[src/rtl/jump_resolver_n.sv]
// jump_resolver_n: front-end jump resolver for an N-wide fetch group.
//
// Each cycle the fetch group is scanned for its first (lowest-index) jump.
// Slots younger than that jump are killed combinationally. An immediate jump
// produces a registered redirect on the next cycle. A register jump requests a
// base value from the register file and holds fetch stalled until the value
// returns, then redirects.
//
// Instruction format (16 bits per slot, slot k at fetch_instr[16k+15:16k]):
//   [15:12] == 4'hF      jump
//   [0] == 0             immediate jump, offset = sext([11:2])
//   [0] == 1             register jump,  offset = sext([7:2]), reg = [11:8]
//
// Optional feature macro: JH_TIMEOUT_EN
//   When defined, WAIT_BASE aborts after TIMEOUT cycles without a response,
//   pulsing timeout_err. When undefined, WAIT_BASE waits indefinitely and
//   timeout_err is tied low.
//
// Ports:
//   clk             clock
//   rst_n           asynchronous active-low reset
//   fetch_valid     fetch group valid this cycle
//   fetch_pc        PC of slot 0
//   fetch_instr     FETCH_WIDTH packed 16-bit instructions
//   flush           backend squash (synchronous, highest priority)
//   base_rsp_valid  register base value valid
//   base_rsp_data   register base value
//   base_req_valid  base request, held while waiting
//   base_req_reg    register index requested
//   slot_kill_mask  1 = invalidate slot (combinational)
//   redirect_valid  one-cycle redirect strobe
//   redirect_pc     redirect target (qualify with redirect_valid)
//   stall           hold fetch
//   timeout_err     one-cycle pulse on base timeout

module jump_resolver_n #(
    parameter int unsigned FETCH_WIDTH = 4,
    parameter int unsigned ADDR_W      = 16,
    parameter int unsigned TIMEOUT     = 64
) (
    input  logic                      clk,
    input  logic                      rst_n,
    input  logic                      fetch_valid,
    input  logic [ADDR_W-1:0]         fetch_pc,
    input  logic [FETCH_WIDTH*16-1:0] fetch_instr,
    input  logic                      flush,
    input  logic                      base_rsp_valid,
    input  logic [ADDR_W-1:0]         base_rsp_data,
    output logic                      base_req_valid,
    output logic [3:0]                base_req_reg,
    output logic [FETCH_WIDTH-1:0]    slot_kill_mask,
    output logic                      redirect_valid,
    output logic [ADDR_W-1:0]         redirect_pc,
    output logic                      stall,
    output logic                      timeout_err
);

    localparam int unsigned IW = (FETCH_WIDTH > 1) ? $clog2(FETCH_WIDTH) : 1;

    typedef enum logic [1:0] {
        StIdle,
        StWaitBase,
        StRedirect
    } state_e;

    state_e            state_q;
    logic [ADDR_W-1:0] off_q;

    // Winner selection
    logic                   win_found;
    logic [IW-1:0]          win_idx;
    logic [15:0]            win_instr;
    logic [FETCH_WIDTH-1:0] kill_idle;
    logic                   win_is_reg;
    logic [ADDR_W-1:0]      imm_target;
    logic [ADDR_W-1:0]      reg_off;

    always_comb begin
        win_found = 1'b0;
        win_idx   = '0;
        win_instr = '0;
        kill_idle = '0;
        for (int k = 0; k < FETCH_WIDTH; k++) begin
            // A slot is killed when an older slot already holds the winner.
            kill_idle[k] = win_found;
            if (!win_found && fetch_instr[16*k+12 +: 4] == 4'hF) begin
                win_found = 1'b1;
                win_idx   = IW'(k);
                win_instr = fetch_instr[16*k +: 16];
            end
        end
    end

    assign win_is_reg = win_instr[0];
    // Size casts of signed operands sign-extend; sums wrap modulo 2^ADDR_W.
    assign imm_target = fetch_pc + ADDR_W'(win_idx) + ADDR_W'(1)
                      + ADDR_W'($signed(win_instr[11:2]));
    assign reg_off    = ADDR_W'($signed(win_instr[7:2]));

    always_comb begin
        slot_kill_mask = '0;
        unique case (state_q)
            StIdle:  slot_kill_mask = fetch_valid ? kill_idle : '0;
            default: slot_kill_mask = '1;
        endcase
    end

`ifdef JH_TIMEOUT_EN
    localparam int unsigned CW = $clog2(TIMEOUT + 1);
    logic [CW-1:0] wait_cnt_q;
`endif

    always_ff @(posedge clk or negedge rst_n) begin
        if (!rst_n) begin
            state_q        <= StIdle;
            off_q          <= '0;
            redirect_valid <= 1'b0;
            redirect_pc    <= '0;
            stall          <= 1'b0;
            base_req_valid <= 1'b0;
            base_req_reg   <= '0;
`ifdef JH_TIMEOUT_EN
            wait_cnt_q     <= '0;
            timeout_err    <= 1'b0;
`endif
        end else begin
            redirect_valid <= 1'b0;
`ifdef JH_TIMEOUT_EN
            timeout_err    <= 1'b0;
`endif
            if (flush) begin
                // Discard everything pending, including a jump decoded now.
                state_q        <= StIdle;
                stall          <= 1'b0;
                base_req_valid <= 1'b0;
            end else begin
                unique case (state_q)
                    StIdle: begin
                        if (fetch_valid && win_found) begin
                            if (win_is_reg) begin
                                off_q          <= reg_off;
                                base_req_reg   <= win_instr[11:8];
                                base_req_valid <= 1'b1;
                                stall          <= 1'b1;
                                state_q        <= StWaitBase;
`ifdef JH_TIMEOUT_EN
                                wait_cnt_q     <= '0;
`endif
                            end else begin
                                redirect_pc    <= imm_target;
                                redirect_valid <= 1'b1;
                                state_q        <= StRedirect;
                            end
                        end
                    end
                    StWaitBase: begin
                        // A response arriving on the timeout cycle still wins.
                        if (base_rsp_valid) begin
                            redirect_pc    <= base_rsp_data + off_q;
                            redirect_valid <= 1'b1;
                            stall          <= 1'b0;
                            base_req_valid <= 1'b0;
                            state_q        <= StRedirect;
`ifdef JH_TIMEOUT_EN
                        end else if (wait_cnt_q == CW'(TIMEOUT - 1)) begin
                            timeout_err    <= 1'b1;
                            stall          <= 1'b0;
                            base_req_valid <= 1'b0;
                            state_q        <= StIdle;
                        end else begin
                            wait_cnt_q     <= wait_cnt_q + CW'(1);
`endif
                        end
                    end
                    StRedirect: begin
                        // Group presented now is wrong-path.
                        state_q <= StIdle;
                    end
                    default: state_q <= StIdle;
                endcase
            end
        end
    end

`ifndef JH_TIMEOUT_EN
    assign timeout_err = 1'b0;
`endif

endmodule

[config.mk]
export PLATFORM = sky130hd
export DESIGN_NAME = jump_resolver_n
export DESIGN_NICKNAME = d
export VERILOG_FILES = /design/src/rtl/jump_resolver_n.sv
export SDC_FILE = /design/constraint.sdc
export NUM_CORES = 1
export LEC_CHECK = 0
export ABC_AREA = 1
export ABC_CLOCK_PERIOD_IN_PS = 2140
export BUFFER_PORTS_ARGS = -buffer_cell sky130_fd_sc_hd__buf_2
export CAP_MARGIN = 20
export CORE_ASPECT_RATIO = 1.1
export CORE_MARGIN = 3
export CORE_UTILIZATION = 30
export DETAILED_ROUTE_END_ITERATION = 10
export HOLD_SLACK_MARGIN = 0.08
export PLACE_DENSITY_LB_ADDON = 0.05
export SYNTH_ARGS = -nofsm -noshare
export SYNTH_HDL_FRONTEND = slang
export SYNTH_SLANG_ARGS = --single-unit
[constraint.sdc]
create_clock -name clk -period 2.14 [get_ports clk]
set_clock_uncertainty 0.2 [all_clocks]
set_input_delay 0.428 -clock clk [delete_from_list [all_inputs] [get_ports clk]]
set_output_delay 0.428 -clock clk [all_outputs]
set_load 0.1 [all_outputs]
Word level (Yosys, flattened, before mapping)
Cells that the tools add are included.
{"block": "totals", "ff_bits": 30, "inputBits": 101, "out_inout_bits": 28, "wordCells": 68}
{"block": "op_classes", "n_addsub": 4, "eq_ne": 11, "n_mux": 32, "bitwise": 1, "n_reduce_logical": 14}
{"op": "$mux W12", "count": 4}
{"op": "$mux W16", "count": 3}
{"op": "$add A16 B16 Y16", "count": 2}
{"op": "$pmux W16 S2", "count": 1}
{"op": "$add A16 B1 Y16 const B", "count": 1}
{"op": "$add A16 B2 Y16", "count": 1}
{"op": "$eq A4 B4 Y1 const B", "count": 4}
{"op": "$mux W1", "count": 13}
{"op": "$mux W2", "count": 6}
{"op": "$ne A3 B3 Y1 const B", "count": 3}
{"op": "$mux W4", "count": 2}
{"op": "$reduce_and A4 Y1", "count": 2}
{"op": "$ne A2 B2 Y1 const B", "count": 3}
{"op": "$reduce_and A5 Y1", "count": 1}
{"op": "$logic_and A1 B1 Y1", "count": 4}
{"op": "$pmux W1 S2", "count": 2}
{"op": "$pmux W2 S2", "count": 1}
{"op": "$logic_not A1 Y1", "count": 3}
{"op": "$reduce_bool A3 Y1", "count": 1}
{"op": "$eq A2 B1 Y1 const B", "count": 1}
{"op": "$logic_not A2 Y1", "count": 1}
{"op": "$reduce_and A2 Y1", "count": 1}
{"op": "$reduce_bool A2 Y1", "count": 1}
{"op": "$not A1 Y1", "count": 1}

Longest topological paths before layout
{"block": "logic_depth", "ltp_word": 17, "depth_mapped": 24, "ltp_nobuf": 23}

Worst setup path before layout
OpenSTA, ideal clock, no wires.
{"block": "synth_timing", "path_type": "in2out", "from": "input port fetch_instr[14]", "to": "output port slot_kill_mask[1]", "arrival_ns": 2.878, "t_required_ns": 1.512, "setup_slack_ns": -1.366, "path_stages": 5, "n_path_buf": 1, "cell_sequence": "nand2_2 -> inv_1 -> nand2_1 -> buf_2 -> o21ai_0"}
{"block": "synth_between", "elab_chain_cells": 4}
{"item": "start: declaration", "line_no": "45", "rtl": "input logic [FETCH_WIDTH*16-1:0] fetch_instr,"}
{"item": "$eq A4 B4 Y1", "line_no": "86", "rtl": "if (!win_found && fetch_instr[16*k+12 +: 4] == 4'hF) begin"}
{"item": "$mux W1", "line_no": "86"}
{"item": "$mux W4", "line_no": "103", "rtl": "StIdle: slot_kill_mask = fetch_valid ? kill_idle : '0;"}
{"item": "$mux W4", "line_no": "102", "rtl": "unique case (state_q)"}
{"item": "end: declaration", "line_no": "51", "rtl": "output logic [FETCH_WIDTH-1:0] slot_kill_mask,"}
Every way passes these cells.

Final worst setup path
{"block": "layout_timing", "from": "input port fetch_instr[14]", "to": "register redirect_pc[12]"}
{"block": "layout_between", "elab_chain_cells": 17}
{"item": "$eq A4 B4 Y1 (*)", "line_no": "86"}
{"item": "$mux W1", "line_no": "86"}
{"item": "$logic_not A1 Y1", "line_no": "86"}
{"item": "$logic_and A1 B1 Y1", "line_no": "86"}
{"item": "$mux W1", "line_no": "86"}
{"item": "$logic_not A1 Y1", "line_no": "86"}
{"item": "$logic_and A1 B1 Y1", "line_no": "86"}
{"item": "$mux W1", "line_no": "86"}
{"item": "$logic_not A1 Y1", "line_no": "86"}
{"item": "$logic_and A1 B1 Y1", "line_no": "86"}
{"item": "$mux W2", "line_no": "86"}
{"item": "$add A16 B2 Y16", "line_no": "96", "rtl": "assign imm_target = fetch_pc + ADDR_W'(win_idx) + ADDR_W'(1)"}
{"item": "$add A16 B1 Y16", "line_no": "96"}
{"item": "$add A16 B16 Y16", "line_no": "97", "rtl": "+ ADDR_W'($signed(win_instr[11:2]));"}
{"item": "$mux W16", "line_no": "140", "rtl": "if (win_is_reg) begin"}
{"item": "$mux W16", "line_no": "139", "rtl": "if (fetch_valid && win_found) begin"}
{"item": "$pmux W16 S2", "line_no": "137", "rtl": "unique case (state_q)"}
{"item": "end signal: assignment", "line_no": "150", "rtl": "redirect_pc <= imm_target;"}
{"item": "end signal: assignment", "line_no": "159", "rtl": "redirect_pc <= base_rsp_data + off_q;"}
{"item": "end: declaration", "line_no": "53", "rtl": "output logic [ADDR_W-1:0] redirect_pc,"}
Every way passes the cells marked *; elsewhere a longest branch is shown, timed or not. The select of a mux whose other input is x is not followed.
A chain may end at the register's enable or synchronous reset.

==> results.tsv <==
stage	metric	value	unit
setup_path	CP max-delay cell	fa_2	
setup_path	Worst Setup End Kind	flop	
cts	Sink Count	30	
hold_path	Hold Path Depth	2	
cts	Root Buffer	clkbuf_16	
floorplan	full die area	13300	µm²
sta	fmax	0.319	GHz
layout	max reg flops	16	
yosys	post-synthesis cell area	3590	µm²
layout	diode count	0	
setup_path	CP max FO	6	
setup_path	Crit Path Category	input pin to flop	
yosys	ys async rst share	1.00	
setup_path	crit path launch type	input pin	
yosys	Synth top area share	0.209	
run_status	status	finished with violations	
global_route	GRT Total Usage	0.207	
layout	most frequent cells in the layout	nand2_1 (157), buf_4 (136), buf_2 (112), nand2_2 (48), inv_1 (38)	
sta	Final WS setup	-0.998	ns
yosys	Syn. warnings	0	
cts	total CTS buffers	5	
yosys	sequential fraction of the synthesis area	0.209	
hold_path	worst hold path type	input pin to flop	
place	Placed Cells	924	
yosys	area leader, netlist	dfrtp_1	
setup_path	Worst path max stage delay	0.47	ns
setup_path	Cell Chain, Critical Path	buf_2 > nand2_4 > nor2_4 > nor2_4 > nand3_4 > inv_6 > nand2_2 > nand4_1 > inv_2 > fa_2 > fa_2 > o21ai_4 > buf_6 > nand4_1 > nand3_2 > a21oi_2 > o21ai_1 > buf_4 > nand2_2 > nand2_2 > nand2_1	
job	max-cap check violation count	0	
cts	CTS tree	done	
drt	drt first pass iters	4	
layout	area delta synth->final	86.3	%
global_route	global-route wire length before repair	21.9	mm
sta	Fin. Hold Viols	0	
cts	H-tree levels	2	
cts	Clock Latency Late Sink	0.28	ns
place	Setup WS pre-CTS	-1.47	ns
sta	Worst Tran Pin Value	0.710	ns
drt	drt wl/cell	14.1	µm
global_route	GRT overflow	0	
drt	DR vias	4648	
sta	RSZ-0062 raised after global routing	yes	
layout	Final nets	985	
sta	Final setup viols	17	
setup_path	Worst Reg-to-Reg Cells	12	
floorplan	CORE AREA	11600	µm²
layout	share of cells above drive strength 1	0.524	
yosys	flops & latches, synth	30	
layout	most common cell after layout, fill and taps aside	nand2_1	
sta	max-slew violations	0	
power_and_ir_drop	Power Density	668	nW/µm²
power_and_ir_drop	Pleak	3.59	nW
yosys	Post-synth top flop	dfrtp_1	
floorplan	Initial Utilization	0.310	
drt	1st-iter DRT viols	151	
yosys	Post-synth EDFFs	0	
global_route	initial antenna violation count	0	
drt	via/cell ratio	4.71	
setup_path	worst endpoint required time	2.11	ns
drt	drt drc	0	
cts	clk buf depth	2	
yosys	Syn Area/Cell	6.43	µm²
place	IO Port Bufs	123	
yosys	Syn Nets	706	
global_route	largest net degree at the start of global routing	31	
drt	final antenna-violating net count	0	
sta	Final period util	1.47	
cts	CTS clock-pin slew for the worst setup and hold paths	0.05	ns
sta	fin crit period	3.14	ns
power_and_ir_drop	Worst VDD drop	0.000738	V
setup_path	cell repeated most along the worst path	nand2_2	
floorplan	I/O pin total	129	
floorplan	FP Rows	41	
setup_path	WP data arrival	3.11	ns
layout	Layout Cells excl Fill	987	
floorplan	Die Width	110	µm
place	hpwl dp	10.6	mm
run_status	failing checks	setup timing	
floorplan	Die H	121	µm
yosys	Synth cell types	37	
sta	Slew HR	0.526	
global_route	vias in the first global route	4598	
drt	Post-Route WL	13.9	mm
yosys	top cells by area, synth	dfrtp_1 (21%), nand2_1 (21%), ha_1 (15%), nand3_1 (6.8%), a21oi_1 (5.9%)	
yosys	Mapped Cells	558	
place	Routability Congestion	0.865	
-- cells in the mapped netlist (2+ instances only) --
cell type and n:
buf_4 3, nor3_1 4, o21bai_1 3, nand3b_1 4, a21oi_1 42, nand2_2 13, o21ai_0 32, ha_1 44
dfrtp_1 30, fa_1 3, a21boi_0 2, inv_2 2, buf_6 2, nor2_1 33, nand4_1 12, buf_2 3
nand3_1 49, nand2_1 198, xnor2_1 3, xor2_1 3, clkbuf_1 4, nor2_4 3, o21ai_1 4, inv_1 45
a21o_1 5
-- report_power, final --
group / total, W / leakage (nW) / internal [W] / switching [W]
Sequential: 0.000814 / 0.394 / 0.000722 / 0.0000926
Combinational: 0.00283 / 3.11 / 0.000885 / 0.00195
Clock: 0.000817 / 0.0829 / 0.000573 / 0.000244
Total: 0.00446 / 3.59 / 0.00218 / 0.00228
-- routing by layer --
layer	wire [µm]	track usage
met1	6110	0.270
met2	6920	0.346
met3	676	0.0363
met4	207	0.0585
met5	0	0
-- worst paths after layout --
check                                      from              end  slack, ns
worst max-delay path            fetch_instr[14]  redirect_pc[12]       -1.0
worst min-delay path                      flush       state_q[0]       0.14
worst max register to register         off_q[5]  redirect_pc[11]      -0.23
worst min register to register   redirect_pc[1]   redirect_pc[1]       0.27
max in group asynchronous                 rst_n            stall       0.74
min in group asynchronous                 rst_n  redirect_pc[12]       0.53
-- timing repair --
item,CTS,global route
cloned,0,0
pin swaps,40,81
endpoints found under the setup margin,15,21
hold buffers,1,0
buffers inserted,57,20
endpoints found under the hold margin,30,0
resized for setup,83,97
-- worst max-delay path: cells and delay by family --
kind                     cells  cell delay, ns
AO/OA/AOI/OAI                3            0.36
adder cells (fa/ha/maj)      2            0.91
AND/OR/NAND/NOR             11            0.90
buffers and inverters        5            0.49
-- area by class of cell --
type,instances,area (µm²)
Timing Repair Buffer,284,2040
Tap cell,150,188
Clock inverter,1,30.0
Clock buffer,6,139
Sequential cell,30,751
Inverter,49,194
Fill cell,1131,4910
Multi-Input combinational cell,467,3350
-- through the flow --
step | total power (W) | cell area (µm²) | hold WS, ns | utilization | TNS, ns
6_report | 0.00446 | 6690 | 0.140 | 0.577 | -14.08
5_1_grt | 0.00471 | 6690 | 0.145 | 0.577 | -16.35
4_1_cts | 0.00437 | 6300 | 0.136 | 0.543 | -14.55
3_5_place_dp | 0.00327 | 5220 | 0.257 | 0.450 | -18.23
3_3_place_gp | 0.00326 | 5220 | 0.252 | 0.450 | -17.70
2_1_floorplan | 0.00256 | 3650 | -0.0676 | - | -13.96
-- kinds of logic after synthesis --
group           count (synthesis)  share of synthesized area
simple gates                  321                      0.393
compound gates                 92                      0.138
buf+inv                        61                     0.0735
fa+ha+maj                      47                      0.170
flops                          30                      0.209
xor+xnor                        6                     0.0146
other cells                     1                    0.00104
(Power assumes the default switching activity.)
